## src/rtl/demux_sched_pkg.sv

```systemverilog
// Shared types and lane-selection helpers for the 1-to-4 demux lane scheduler.
package demux_sched_pkg;

  localparam int NUM_LANES = 4;

  typedef enum logic [1:0] {
    IDLE,
    DISPATCH,
    DONE
  } state_t;

  // Nearest enabled lane above cur, wrapping 3->0. Keeps cur when no other lane is enabled.
  function automatic logic [1:0] next_lane(input logic [NUM_LANES-1:0] mask,
                                           input logic [1:0] cur);
    logic [1:0] idx;
    logic [1:0] res;
    res = cur;
    for (int i = NUM_LANES - 1; i >= 1; i--) begin
      idx = cur + 2'(i);
      if (mask[idx]) res = idx;
    end
    return res;
  endfunction

  // Lowest enabled lane, used as the first lane of a burst.
  function automatic logic [1:0] first_lane(input logic [NUM_LANES-1:0] mask);
    return next_lane(mask, 2'd3);
  endfunction

endpackage

```

## src/rtl/lane_demux4.sv

```systemverilog
// Combinational 1-to-4 demux with a one-hot enable of the selected lane.
module lane_demux4
  import demux_sched_pkg::*;
(
  input  logic                 data_i,
  input  logic [1:0]           sel_i,
  input  logic                 en_i,
  output logic [NUM_LANES-1:0] data_o,
  output logic [NUM_LANES-1:0] strobe_o
);

  always_comb begin
    data_o   = '0;
    strobe_o = '0;
    if (en_i) begin
      data_o[sel_i]   = data_i;
      strobe_o[sel_i] = 1'b1;
    end
  end

endmodule

```

## src/rtl/demux_lane_scheduler.sv

```systemverilog
// Round-robin scheduler that routes an accepted serial bit stream to the enabled demux lanes.
module demux_lane_scheduler
  import demux_sched_pkg::*;
#(
  parameter int CNT_W = 8
) (
  input  logic                 clk,
  input  logic                 rst,
  input  logic                 start,
  input  logic [NUM_LANES-1:0] lane_en,
  input  logic [CNT_W-1:0]     burst_len,
  input  logic                 in_valid,
  input  logic                 in_bit,
  output logic                 in_ready,
  output logic [1:0]           sel,
  output logic [NUM_LANES-1:0] lane_out,
  output logic [NUM_LANES-1:0] lane_strobe,
  output logic                 busy,
  output logic                 done,
  output logic                 err
);

  state_t                 state_q;
  logic [1:0]             sel_q;
  logic [NUM_LANES-1:0]   lane_out_q;
  logic [NUM_LANES-1:0]   strobe_q;
  logic                   done_q;
  logic                   err_q;
  logic [CNT_W-1:0]       cnt_q;
  logic [NUM_LANES-1:0]   mask_q;
  logic [CNT_W-1:0]       len_q;

  logic                   accept;
  logic [CNT_W-1:0]       cnt_d;
  logic [NUM_LANES-1:0]   dmx_data;
  logic [NUM_LANES-1:0]   dmx_stb;

  assign in_ready = (state_q == DISPATCH);
  assign busy     = (state_q == DISPATCH);
  assign accept   = in_valid && in_ready;
  assign cnt_d    = cnt_q + 1'b1;

  lane_demux4 u_demux (
    .data_i   (in_bit),
    .sel_i    (sel_q),
    .en_i     (accept),
    .data_o   (dmx_data),
    .strobe_o (dmx_stb)
  );

  always_ff @(posedge clk or posedge rst) begin
    if (rst) begin
      state_q    <= IDLE;
      sel_q      <= '0;
      lane_out_q <= '0;
      strobe_q   <= '0;
      done_q     <= 1'b0;
      err_q      <= 1'b0;
      cnt_q      <= '0;
      mask_q     <= '0;
      len_q      <= '0;
    end else begin
      strobe_q   <= dmx_stb;
      done_q     <= 1'b0;
      err_q      <= 1'b0;
      // Only the strobed lane takes the new bit; the others hold their last delivered value.
      lane_out_q <= (lane_out_q & ~dmx_stb) | dmx_data;
      case (state_q)
        IDLE: begin
          if (start) begin
            if (lane_en == '0) begin
              err_q <= 1'b1;
            end else begin
              mask_q <= lane_en;
              len_q  <= burst_len;
              cnt_q  <= '0;
              if (burst_len == '0) begin
                state_q <= DONE;
              end else begin
                sel_q   <= first_lane(lane_en);
                state_q <= DISPATCH;
              end
            end
          end
        end
        DISPATCH: begin
          if (accept) begin
            cnt_q <= cnt_d;
            sel_q <= next_lane(mask_q, sel_q);
            if (cnt_d == len_q) state_q <= DONE;
          end
        end
        DONE: begin
          done_q  <= 1'b1;
          state_q <= IDLE;
        end
        default: state_q <= IDLE;
      endcase
    end
  end

  assign sel         = sel_q;
  assign lane_out    = lane_out_q;
  assign lane_strobe = strobe_q;
  assign done        = done_q;
  assign err         = err_q;

endmodule
```

## config.mk

```make
export PLATFORM = sky130hd
export DESIGN_NAME = demux_lane_scheduler
export DESIGN_NICKNAME = d
export VERILOG_FILES = /design/src/rtl/demux_sched_pkg.sv /design/src/rtl/lane_demux4.sv /design/src/rtl/demux_lane_scheduler.sv
export SDC_FILE = /design/constraint.sdc
export NUM_CORES = 1
export LEC_CHECK = 0
export CAP_MARGIN = 20
export CORE_UTILIZATION = 30
export CTS_CLUSTER_DIAMETER = 80
export DETAILED_ROUTE_END_ITERATION = 8
export PLACE_DENSITY_LB_ADDON = 0.25
export REMOVE_ABC_BUFFERS = 1
export SKIP_LAST_GASP = 1
export SLEW_MARGIN = 20
export SYNTH_ARGS = -nofsm -noshare
export SYNTH_HDL_FRONTEND = slang
export SYNTH_SLANG_ARGS = --single-unit
```

## constraint.sdc

```tcl
create_clock -name clk -period 2 [get_ports clk]
set_clock_uncertainty 0.1 [all_clocks]
set_input_delay 0.2 -clock clk [delete_from_list [all_inputs] [get_ports clk]]
set_output_delay 0.2 -clock clk [all_outputs]
set_load 0.1 [all_outputs]
```

# Word level (Yosys, flattened, before mapping)
# Index checks and enable logic that the tools add are counted.
# totals
register_bits,34
output_inout_bits,14
in_bits,17
word_cells,77
# classes
magnitude_cmp,5
n_mux,35
eq_ne,9
add_sub_neg,4
n_bitwise,5
reduce_logical,10
# op_table
op,count
2-to-1 mux 2 bit,14
2-to-1 mux 8 bit,3
one-hot mux 8 bit (2 select lines),1
< comparator 2 x 3 -> 1 bit (second input constant),4
2-to-1 mux 1 bit,9
adder 8 x 1 -> 8 bit (second input constant),1
AND 4 bit,2
== test 8 bit,1
logical NOT 8 bit,1
2-to-1 mux 4 bit,2
one-hot mux 2 bit (2 select lines),2
AND reduction 4 bit,2
binary-select mux 1 bit (select 2 bit),3
!= test 2 bit (second input constant),3
AND reduction 6 bit,1
adder 2 bit (second input constant),2
logical NOT 4 bit,1
!= test 2 x 1 -> 1 bit (second input constant),2
!= test 4 x 1 -> 1 bit (second input constant),1
inverter 4 bit,1
bitwise OR 4 bit,1
AND reduction 3 bit,1
adder 2 x 1 -> 2 bit (second input constant),1
demux 1 bit (select 2 bit),1
other kinds (7),8

# Longest topological paths before layout
# depth
depth_word,8
ltp_mapped,8
mapped_depth_nobuf,7

# Hierarchy
# From an unflattened synthesis, not the netlist that was laid out.
# unflattened
hier_cells,192
area_unflattened_um2,1883.1
# by_module_without_submodules
mod,cells_each,area_per_inst_um2,seq_area_each_um2,instances
demux_lane_scheduler,184,1803.0,850.8,1
lane_demux4,8,80.1,0.0,1

# Worst setup path before layout
# OpenSTA, ideal clock, no wires.
# synth_path
kind,reg2reg
startpoint,register sel_q[0] (netlist: sel[0])
endpoint,register sel_q[0] (netlist: sel[0])
stages_incl_launch_ff,8
period_less_slack_ns,2.592
required_ns,1.764
path_slack_ns,-0.592
setup_ns,0.136
n_path_buf,1
t_arrival_ns,2.356
cell_sequence,dfrtp_1 clkbuf_1 inv_1 ha_1 mux2i_1 a32o_1 o21ai_0 o21ai_0
# synth_between
elab_chain_len,7
elab_cells_between_ends,16
classes_between,add/sub: 3; eq/ne: 1; mux: 11; reduce/logical: 1
# synth_rtl
element,line,rtl
start: declaration,demux_lane_scheduler.sv:24,logic [1:0] sel_q;
start signal: assignment,demux_lane_scheduler.sv:80,sel_q <= first_lane(lane_en);
start signal: assignment,demux_lane_scheduler.sv:89,"sel_q <= next_lane(mask_q, sel_q);"
adder 2 bit,demux_sched_pkg.sv:19,idx = cur + 2'(i);
binary-select mux 1 bit (select 2 bit),demux_sched_pkg.sv:20,if (mask[idx]) res = idx;
2-to-1 mux 1 bit (not written as such),demux_sched_pkg.sv:20,
2-to-1 mux 2 bit (2 in series),demux_sched_pkg.sv:20,
2-to-1 mux 2 bit,demux_lane_scheduler.sv:87,if (accept) begin
one-hot mux 2 bit (2 select lines),demux_lane_scheduler.sv:68,case (state_q)
# Parallel ways exist; a longest one is shown, timed or not. The select of a mux whose other input is x is not followed.
# A chain may end at the register's enable or synchronous reset.

# Worst setup path in the final report
# layout_path
startpoint,register cnt_q[0]
endpoint,register state_q[1]
# layout_between
elab_chain_len,4
# layout_rtl
element,line,rtl
start: declaration,demux_lane_scheduler.sv:29,logic [CNT_W-1:0] cnt_q;
start signal: assignment,demux_lane_scheduler.sv:88,cnt_q <= cnt_d;
adder 8 x 1 -> 8 bit,demux_lane_scheduler.sv:41,assign cnt_d = cnt_q + 1'b1;
== test 8 bit,demux_lane_scheduler.sv:90,if (cnt_d == len_q) state_q <= DONE;
!= test 2 x 1 -> 1 bit (no line),--,
AND reduction 4 bit (no line),--,
end signal: assignment,demux_lane_scheduler.sv:90,
end signal: assignment,demux_lane_scheduler.sv:95,state_q <= IDLE;
end signal: assignment,demux_lane_scheduler.sv:97,default: state_q <= IDLE;
end: declaration,demux_lane_scheduler.sv:23,state_t state_q;
# No other way between the ends.

==> flow_summary.yaml <==
logic_synthesis:
  yosysUniqueCellTypes: 40
  syn_area_sq_um: 1820
  synth_most_common_cell: "nand2_1"
  yosysSeqAreaShare: 0.466
  synth_edf_count: 0
  ys.flop_type: "dfrtp_1"
  avgSynthCellArea_sq_um: 9.36
  synth_area_leader_cell: "dfrtp_1"
  postSynthCellCount: 195
  ys_async_sr_fraction: 1.00
  yosys.area.top_type_share: 0.466
  ys_top_cells_by_area: "dfrtp_1, nand2_1, o21ai_0"
  yosys_warnings: 0
  synthTopCellsByCount: "nand2_1, dfrtp_1, o21ai_0"
  ys_ff_latch: 34
cells_and_area:
  diodes: 0
  drive_above_1_share: 0.240
  area_growth_pct: 35.7
  multi_input_area_sq_um: 913
  finish.instance_area_sq_um: 2470
  fill_cells: 594
  regArea_sq_um: 851
  fin_cells: 325
  fin_util: 0.420
  nets: 271
sta:
  tightest_slew_ns: 0.440
  max_slew_margin: 0.704
  slew_viol_final: 0
  hold_ws_ns: 0.226
  hold_violations: 0
  setup_slack_ns: 0.0486
  period_needed_ns: 1.95
  timing.final.crit_share: 0.976
  fmax_ghz: 0.512
  setup_viol: 0
  grt_setup_unrepaired: "no"
clocking:
  numCtsBuffers: 5
  clkTransAtPathRegs_ns: 0.07
  cts_resized: 0
  clockBufferDepth: 2
  cts_setup_buffers: 0
  numClockSinks: 34
  root_buffer: "clkbuf_8"
  hold_buffers: 0
  cts-htree-levels: 2
  clock_latency_ns: 0.28
  cts_tree: "done"
floorplanning:
  die_h_um: 80.0
  die_w_um: 80.0
  core_area_sq_um: 5890
  initial_core_util: 0.310
  ioPinCount: 31
  dieArea_sq_um: 6400
  rows: 28
hold_path:
  hold_class: "primary input to async pin"
critical_path:
  crit_type: "flip-flop to flip-flop"
  cp_cell_sequence: "ha_2, and2_2, a211o_1, a31oi_1, nor3_1, buf_4, a31o_1"
  crit_path_end_kind: "flip-flop"
  cp.arrival_ns: 2.02
  cpMaxStageDelayCell: "dfrtp_1"
  timing.critical_path.buf_inv: 1
  cp_max_fo: 4
  max_stage_delay_ns: 0.42
  cp_top_family: "compound AO/OA/AOI/OAI gates"
  cp.required_ns: 2.07
  start_kind: "flip-flop"
power_and_ir_drop:
  leakage_uw: 0.00115
  cellPowerDensity_nw_per_um2: 1670
  peakVddDrop_uv: 897
job:
  cap_violations: 0
grt:
  grt_max_degree: 35
  grt_pass1_wl_um: 7120
  track_usage: 0.146
  grt_pass1_vias: 1514
  grt_antenna_before_repair: 0
  grt-ovfl-total: 0
place:
  dp_hpwl_um: 3060
  dpl_cell_area_sq_um: 2380
  port_buffers: 30
  routabilityCongestion: 0.834
  place_inst: 317
  pre_cts_slack_ns: -0.104
drt:
  route.detailed.drc: 0
  wl_per_cell_um: 12.4
  dr.pass1.iters: 4
  wl_um: 4020
  vias_per_cell: 4.70
  ant_nets: 0
  vias: 1528
  drtIter0Drc: 80
outcome:
  outcome: "completed"
logic make-up after synthesis:
| logic type | after synthesis | share of synthesized area |
|---|---|---|
| adders and majority gates | 5 | 0.0343 |
| DFF | 34 | 0.466 |
| xor gates and xnor gates | 8 | 0.0384 |
| AOI/OAI and AO/OA | 40 | 0.139 |
| buffers and inverters | 15 | 0.0357 |
| muxes | 12 | 0.0693 |
| and+or+nand+nor | 81 | 0.217 |
cell usage in the layout (no fill, tap or decap), drive strengths merged, types with 4 or more instances in the layout:
cell	count
and3	6
nor2b	4
a21oi	5
inv	8
nor2	11
xnor2	6
mux2i	7
clkbuf	7
ha	5
buf	38
nand2	38
o21ai	21
dfrtp	34
clkdlybuf4s50	16
nand3	6
mux2	5
sequential cells by signal, summed over array words and instances, names as in the netlist:
signal / count
lane_strobe: 4
lane_out: 4
err: 1
sel: 2
done: 1
mask_q: 4
cnt_q: 8
len_q: 8
state_q: 2
worst reg2reg max path: cells and delay by family (launching register included):
family / cells / cell delay [ns]
AOI/OAI and AO/OA: 3 / 0.67
and+or+nand+nor: 2 / 0.29
DFF: 1 / 0.42
adders and majority gates: 1 / 0.23
buffers and inverters: 1 / 0.15
through the flow:
step / TNS (ns) / power [uW]
CTS: 0 / 4160
global placement: -0.450 / 3600
floorplan: -48.63 / 2800
detailed placement: -0.569 / 3630
global route: 0 / 4440
finish: 0 / 4140
report_power, final:
part	internal, uW	switching (uW)
clock network	278	239
logic	910	1560
registers	936	215
total	2120	2010
per-layer routing:
metal  up-vias  wire (um)  GRT usage
met5         -          0          0
met1       705       2050      0.204
met2        34       1790      0.217
met3         4        137     0.0343
met4         0         48     0.0589
li1        785          -          -
area by class of cell:
type | count | area share
clock buffer | 7 | 0.0349
multi-input combinational | 146 | 0.369
inverter | 8 | 0.0121
sequential | 34 | 0.344
clock inverter | 1 | 0.00202
tap | 75 | 0.0379
timing repair buffer | 54 | 0.200
worst paths after layout:
| kind | start | end | slack [ns] | cells after the start |
|---|---|---|---|---|
| setup reg to reg | cnt_q[0] | state_q[1] | 0.05 | 7 |
| setup / recovery | cnt_q[0] | state_q[1] | 0.05 | 7 |
| hold reg to reg | len_q[6] | len_q[6] | 0.40 | 2 |
| max in group asynchronous | rst | cnt_q[6] | 1.27 | 3 |
| min in group clk | burst_len[1] | len_q[1] | 0.37 | 3 |
| hold / removal | rst | done | 0.23 | 3 |
(Power assumes the default switching activity.)
